### src/rtl/indicators_pkg.sv
// Shared constants and the 7-segment hex font for the board indicator block.
package indicators_pkg;

  // Width of one displayed hex digit and of one 7-segment field.
  localparam int NIBBLE_W = 4;
  localparam int SEG_W    = 7;

  // Active-high "all segments dark" pattern; the top inverts it for INV boards.
  localparam logic [SEG_W-1:0] SEG_OFF_HI = 7'h00;

  // Active-high segment pattern {g,f,e,d,c,b,a} for one hex nibble.
  // Lower-case b and d keep B/8 and D/0 distinguishable.
  function automatic logic [SEG_W-1:0] seg7_hex(input logic [NIBBLE_W-1:0] nibble);
    logic [SEG_W-1:0] seg;
    case (nibble)
      4'h0:    seg = 7'h3F;
      4'h1:    seg = 7'h06;
      4'h2:    seg = 7'h5B;
      4'h3:    seg = 7'h4F;
      4'h4:    seg = 7'h66;
      4'h5:    seg = 7'h6D;
      4'h6:    seg = 7'h7D;
      4'h7:    seg = 7'h07;
      4'h8:    seg = 7'h7F;
      4'h9:    seg = 7'h6F;
      4'hA:    seg = 7'h77;
      4'hB:    seg = 7'h7C;
      4'hC:    seg = 7'h39;
      4'hD:    seg = 7'h5E;
      4'hE:    seg = 7'h79;
      default: seg = 7'h71;
    endcase
    return seg;
  endfunction

  // Apply board polarity to an active-high segment pattern.
  function automatic logic [SEG_W-1:0] seg_polarity(input logic [SEG_W-1:0] seg_hi,
                                                    input bit inv);
    return inv ? ~seg_hi : seg_hi;
  endfunction

endpackage

### src/rtl/act_stretch.sv
// One activity channel: turns a strobe (pulse or level) into a stretch of
// `hold` cycles. A new strobe reloads the counter rather than adding to it.
module act_stretch
  import indicators_pkg::*;
#(
  parameter int HOLD_W = 16
) (
  input  logic              clk,
  input  logic              rst,
  input  logic              act_i,
  input  logic [HOLD_W-1:0] hold_i,
  output logic              active_o
);

  logic [HOLD_W-1:0] cnt_q;
  logic [HOLD_W-1:0] cnt_d;
  logic [HOLD_W-1:0] load_val;

  // Next count: reload on strobe (hold of 0 behaves as 1), else count down to 0 and park.
  always_comb begin
    load_val = (hold_i == '0) ? HOLD_W'(1) : hold_i;
    cnt_d    = cnt_q;
    if (act_i) begin
      cnt_d = load_val;
    end else if (cnt_q != '0) begin
      cnt_d = cnt_q - HOLD_W'(1);
    end
  end

  // Stretch counter register.
  always_ff @(posedge clk or posedge rst) begin
    if (rst) begin
      cnt_q <= '0;
    end else begin
      cnt_q <= cnt_d;
    end
  end

  // Channel is lit for exactly as many cycles as the count was loaded with.
  assign active_o = (cnt_q != '0);

endmodule

### src/rtl/activity_indicators.sv
// Board indicators: stretched/blinking activity LEDs and a latched hex value
// on 7-segment digits with optional leading-zero blanking.
module activity_indicators
  import indicators_pkg::*;
#(
  parameter int NCH      = 4,
  parameter int HOLD_W   = 16,
  parameter int DIGITS   = 4,
  parameter int BLINK_SH = 20,
  parameter bit INV      = 1'b1
) (
  input  logic                       clk,
  input  logic                       rst,
  input  logic [NCH-1:0]             act,
  input  logic [HOLD_W-1:0]          hold,
  input  logic [NCH-1:0]             blink_en,
  input  logic [NIBBLE_W*DIGITS-1:0] value,
  input  logic                       value_ld,
  input  logic                       blank_lz,
  output logic [NCH-1:0]             led,
  output logic [SEG_W*DIGITS-1:0]    hex
);

  // Dark pattern for a whole display in board polarity (used at reset).
  localparam logic [SEG_W-1:0]        SEG_OFF     = seg_polarity(SEG_OFF_HI, INV);
  localparam logic [SEG_W*DIGITS-1:0] HEX_ALL_OFF = {DIGITS{SEG_OFF}};

  genvar gi;

  // ---------------------------------------------------------------------------
  // Activity channels
  // ---------------------------------------------------------------------------
  logic [NCH-1:0] active;

  generate
    for (gi = 0; gi < NCH; gi++) begin : gen_ch
      act_stretch #(
        .HOLD_W (HOLD_W)
      ) u_stretch (
        .clk      (clk),
        .rst      (rst),
        .act_i    (act[gi]),
        .hold_i   (hold),
        .active_o (active[gi])
      );
    end
  endgenerate

  // ---------------------------------------------------------------------------
  // Blink phase: free-running prescaler, phase flips each time it wraps
  // ---------------------------------------------------------------------------
  logic [BLINK_SH-1:0] pre_q;
  logic [BLINK_SH-1:0] pre_d;
  logic                phase_q;
  logic                phase_d;

  // Prescaler increment and phase toggle on the all-ones count.
  always_comb begin
    pre_d   = pre_q + BLINK_SH'(1);
    phase_d = (&pre_q) ? ~phase_q : phase_q;
  end

  // Prescaler and phase registers.
  always_ff @(posedge clk or posedge rst) begin
    if (rst) begin
      pre_q   <= '0;
      phase_q <= 1'b0;
    end else begin
      pre_q   <= pre_d;
      phase_q <= phase_d;
    end
  end

  // ---------------------------------------------------------------------------
  // LED outputs: blink-enabled channels are gated by the phase while stretched
  // ---------------------------------------------------------------------------
  logic [NCH-1:0] led_q;
  logic [NCH-1:0] led_d;

  assign led_d = active & (~blink_en | {NCH{phase_q}});

  // Registered LED drive so the pins come straight from flops.
  always_ff @(posedge clk or posedge rst) begin
    if (rst) begin
      led_q <= '0;
    end else begin
      led_q <= led_d;
    end
  end

  assign led = led_q;

  // ---------------------------------------------------------------------------
  // Display value latch
  // ---------------------------------------------------------------------------
  logic [NIBBLE_W*DIGITS-1:0] val_q;
  logic [NIBBLE_W*DIGITS-1:0] val_d;

  assign val_d = value_ld ? value : val_q;

  // Latched display value; only changes on an explicit load.
  always_ff @(posedge clk or posedge rst) begin
    if (rst) begin
      val_q <= '0;
    end else begin
      val_q <= val_d;
    end
  end

  // ---------------------------------------------------------------------------
  // Per-digit decode with leading-zero blanking
  // ---------------------------------------------------------------------------
  logic [SEG_W*DIGITS-1:0] hex_d;
  logic [SEG_W*DIGITS-1:0] hex_q;

  generate
    for (gi = 0; gi < DIGITS; gi++) begin : gen_digit
      logic             blank_w;
      logic [SEG_W-1:0] seg_hi_w;

      if (gi == 0) begin : gen_lsd
        // The least significant digit always shows, so a zero value reads "0".
        assign blank_w = 1'b0;
      end else begin : gen_upper
        // Blank when this digit and every digit above it are zero.
        assign blank_w = blank_lz & ~(|val_q[NIBBLE_W*DIGITS-1 : NIBBLE_W*gi]);
      end

      assign seg_hi_w = blank_w ? SEG_OFF_HI : seg7_hex(val_q[NIBBLE_W*gi +: NIBBLE_W]);
      assign hex_d[SEG_W*gi +: SEG_W] = seg_polarity(seg_hi_w, INV);
    end
  endgenerate

  // Registered segment drive; blank_lz changes show on the next edge.
  always_ff @(posedge clk or posedge rst) begin
    if (rst) begin
      hex_q <= HEX_ALL_OFF;
    end else begin
      hex_q <= hex_d;
    end
  end

  assign hex = hex_q;

endmodule
### config.mk
export PLATFORM = sky130hd
export DESIGN_NAME = activity_indicators
export DESIGN_NICKNAME = d
export VERILOG_FILES = /design/src/rtl/indicators_pkg.sv /design/src/rtl/act_stretch.sv /design/src/rtl/activity_indicators.sv
export SDC_FILE = /design/constraint.sdc
export NUM_CORES = 1
export LEC_CHECK = 0
export CAP_MARGIN = 30
export CORE_UTILIZATION = 57
export DETAILED_ROUTE_END_ITERATION = 8
export PLACE_DENSITY = 0.8
export SLEW_MARGIN = 20
export SYNTH_ARGS = -nofsm -noshare
export SYNTH_HDL_FRONTEND = slang
export SYNTH_SLANG_ARGS = --single-unit
### constraint.sdc
create_clock -name clk -period 6 [get_ports clk]
set_input_delay 1.5 -clock clk [delete_from_list [all_inputs] [get_ports clk]]
set_output_delay 1.5 -clock clk [all_outputs]
set_load 0.01 [all_outputs]
==> impl_metrics.yaml <==
clock_tree:
  insertion_delay_ps: 420
  cts.sinks: 133
  htree_levels: 4
  cts_root_buf: "clkbuf_16"
  clk_pin_slew_ps: 50
  postCtsSetupBuffers: 0
  cts-resized-gates: 0
  cts_tree: "built"
  cts_hold_buffers: 0
  numCtsBuffers: 17
  cts_buffer_depth: 2
floorplanning:
  chipWidth_um: 113.1
  placementRows: 40
  start_util_pct: 58.59
  die_y_um: 113.1
  dieArea_um2: 12800
  core_area_um2: 12010
  io_pins: 76
hold_path:
  hold_path_class: "flop to flop"
timing:
  rsz0062_at_grt: "no"
  setup_viol: 0
  drv_slew: 0
  slew_headroom_pct: 38.03
  post-route-period-util_pct: 49.85
  finalClockSkew_ps: 10.08
  finalSetupTns_ps: 0
  worstMarginPinSlew_ps: 926.6
  fmax_ghz: 0.3343
  post-route-min-period_ps: 2991
  hold_viol: 0
grt:
  grt_pass1_wl_mm: 27.70
  grt_overflow: 0
  grt_max_degree: 56
  track_usage_pct: 27.76
  grt_pass1_vias: 5719
  antenna_found_initial: 0
critical_path:
  cp_slowest_cell: "clkdlybuf4s50_1"
  worst_setup_path_end_kind: "output port"
  startpoint_type: "flop"
  required_ps: 4500
  worst-path-max-fanout: 1
  arrival_ps: 1490
  worstSetupPathType: "flop to output port"
  crit_family: "buffers and inverters"
  max_stage_delay_ps: 550
  crit_buf_inv: 1
  crit_path_cell_trace: "clkdlybuf4s50_1"
pwr:
  leakage_nw: 3.533
  peakVddDrop_mv: 0.2306
  p_switching_uw: 667.8
  p_int_mw: 1.797
  p_sw_share_pct: 27.09
  seq_power_share_pct: 44.7
  powerDensity_nw_per_um2: 292.2
  p_comb_share_pct: 17.0
  clkPwrFrac_pct: 38.3
route:
  drc: 0
  drt_iter0_drc: 565
  drtPass1Iterations: 5
  wl_per_cell_um: 17.68
  ant_nets: 0
  wl_mm: 16.76
  routed-via-count: 5733
  viasPerCell: 6.047
synth:
  synth_nets: 786
  seq_area_frac_synth_pct: 47.79
  syn_area_per_cell_um2: 9.816
  synthCells: 717
  yosys-top-cells-area: "dfrtp_1 37%, dfstp_2 10%, xnor2_1 4.7%, ha_1 4.4%, nand2_1 4.4%"
  synth.most_common_cell: "dfrtp_1"
  netlist.area_leader.share_pct: 37.33
  netlist_top_cells_count: "105 x dfrtp_1, 82 x nand2_1, 49 x nor2_1, 43 x o21ai_0, 38 x xnor2_1"
  synth_seq_cells: 133
  synth_cell_types: 62
  async_flop_share_pct: 100.0
  synth_edf_count: 0
  synth_top_area_cell: "dfrtp_1"
  netlist_area_um2: 7038
  yosys_warnings: 0
  synth-main-ff-cell: "dfrtp_1"
finish:
  stdcell_count: 948
  syn_to_final_growth_pct: 19.84
  drive_above_1_share_pct: 9.738
  num_antenna_cells: 0
  nets: 858
flow_run:
  drv_cap: 0
place:
  numPlacedInstances: 916
  place.gp.congestion: 0.8828
  place_hpwl_mm: 11.37
  port_buffers: 75
run_status:
  outcome: "finished clean"
==> power by group through the flow <==
stage / combinational [mW] / clock, mW / sequential, mW
6_report: 0.419 / 0.944 / 1.10
3_3_place_gp: 0.396 / 0 / 1.11
3_5_place_dp: 0.412 / 0 / 1.11
2_1_floorplan: 0.249 / 0 / 1.10
4_1_cts: 0.419 / 0.954 / 1.10
5_1_grt: 0.462 / 0.994 / 1.11
==> state kept, by name, summed over array words and instances, names as in the netlist <==
register / count
pre_q: 20
hex: 28
phase_q: 1
gen_ch.u_stretch.cnt_q: 64
val_q: 16
led: 4
==> layout make-up <==
class | count | area [µm²]
Clock inverter | 3 | 17.52
Inverter | 37 | 141.4
Clock buffer | 28 | 516.7
Timing Repair Buffer | 79 | 783.3
Multi-Input combinational cell | 521 | 3428
Fill cell | 863 | 3577
Tap cell | 147 | 183.9
Sequential cell | 133 | 3363
==> placed cells by master, fill, tap and decap left out, drive strengths merged, types with 3 or more instances in the layout <==
master / Yosys / layout
dfrtp: 105 / 105
nand2: 82 / 82
clkdlybuf4s50: 0 / 74
nor2: 51 / 51
o21ai: 45 / 45
xnor2: 38 / 38
inv: 35 / 35
dfstp: 28 / 28
clkbuf: 20 / 28
a21oi: 26 / 26
ha: 25 / 25
nor3: 24 / 24
mux2i: 21 / 21
xor2: 21 / 21
nand3: 21 / 21
o31ai: 18 / 18
nor2b: 16 / 16
nor4: 15 / 15
o211ai: 11 / 11
or4: 11 / 11
nand2b: 8 / 8
nand4: 8 / 8
or3: 8 / 8
nand3b: 7 / 7
mux2: 7 / 7
a211oi: 6 / 6
o311ai: 5 / 5
a32oi: 5 / 5
buf: 6 / 5
clkinv: 2 / 4
and2: 4 / 4
and3: 3 / 3
o32ai: 3 / 3
nand4b: 3 / 3
==> cells by family (layout without fill, tap and decap cells) <==
group           Yosys count  count (layout)  synth area share [%]
simple gates            270             270                 19.63
buf+inv                  63             147                 3.502
compound gates          137             137                 12.55
xor+xnor                 59              59                 7.342
mux                      30              30                 4.747
flops                   133             133                 47.79
fa+ha+maj                25              25                 4.444
==> metrics by stage <==
stage | hold slack [ps] | power (mW) | setup slack, ps | utilization [%] | instance area (µm²)
finish | 462.4 | 2.465 | 3009 | 70.22 | 8434
CTS | 467.0 | 2.472 | 2922 | 70.14 | 8424
detailed placement | 456.2 | 1.523 | 2517 | 65.69 | 7890
global placement | 456.2 | 1.502 | 2598 | 65.69 | 7890
global route | 480.3 | 2.570 | 2902 | 70.22 | 8434
floorplan | 434.2 | 1.349 | 991.9 | - | 7038
==> path summary, 6_finish.rpt <==
path | slack (ps) | depth (start not counted) | end | start
max | 3010 | 1 | hex[15] | hex[15]
min | 460 | 1 | pre_q[18] | pre_q[18]
max reg2reg | 3200 | 8 | gen_ch[2].u_stretch.cnt_q[1] | gen_ch[2].u_stretch.cnt_q[0]
min reg2reg | 460 | 1 | pre_q[18] | pre_q[18]
max in group asynchronous | 3450 | 3 | gen_ch[1].u_stretch.cnt_q[10] | rst
min in group asynchronous | 1470 | 2 | pre_q[2] | rst
==> per-layer routing <==
layer | track usage [%] | part of all wire, % | vias up
met5 | 0 | 0 | -
met4 | 10.26 | 1.9 | 0
met3 | 7.177 | 6.6 | 35
met2 | 46.87 | 50 | 218
met1 | 34.37 | 41 | 2800
li1 | - | - | 2680
(Power assumes the default switching activity.)
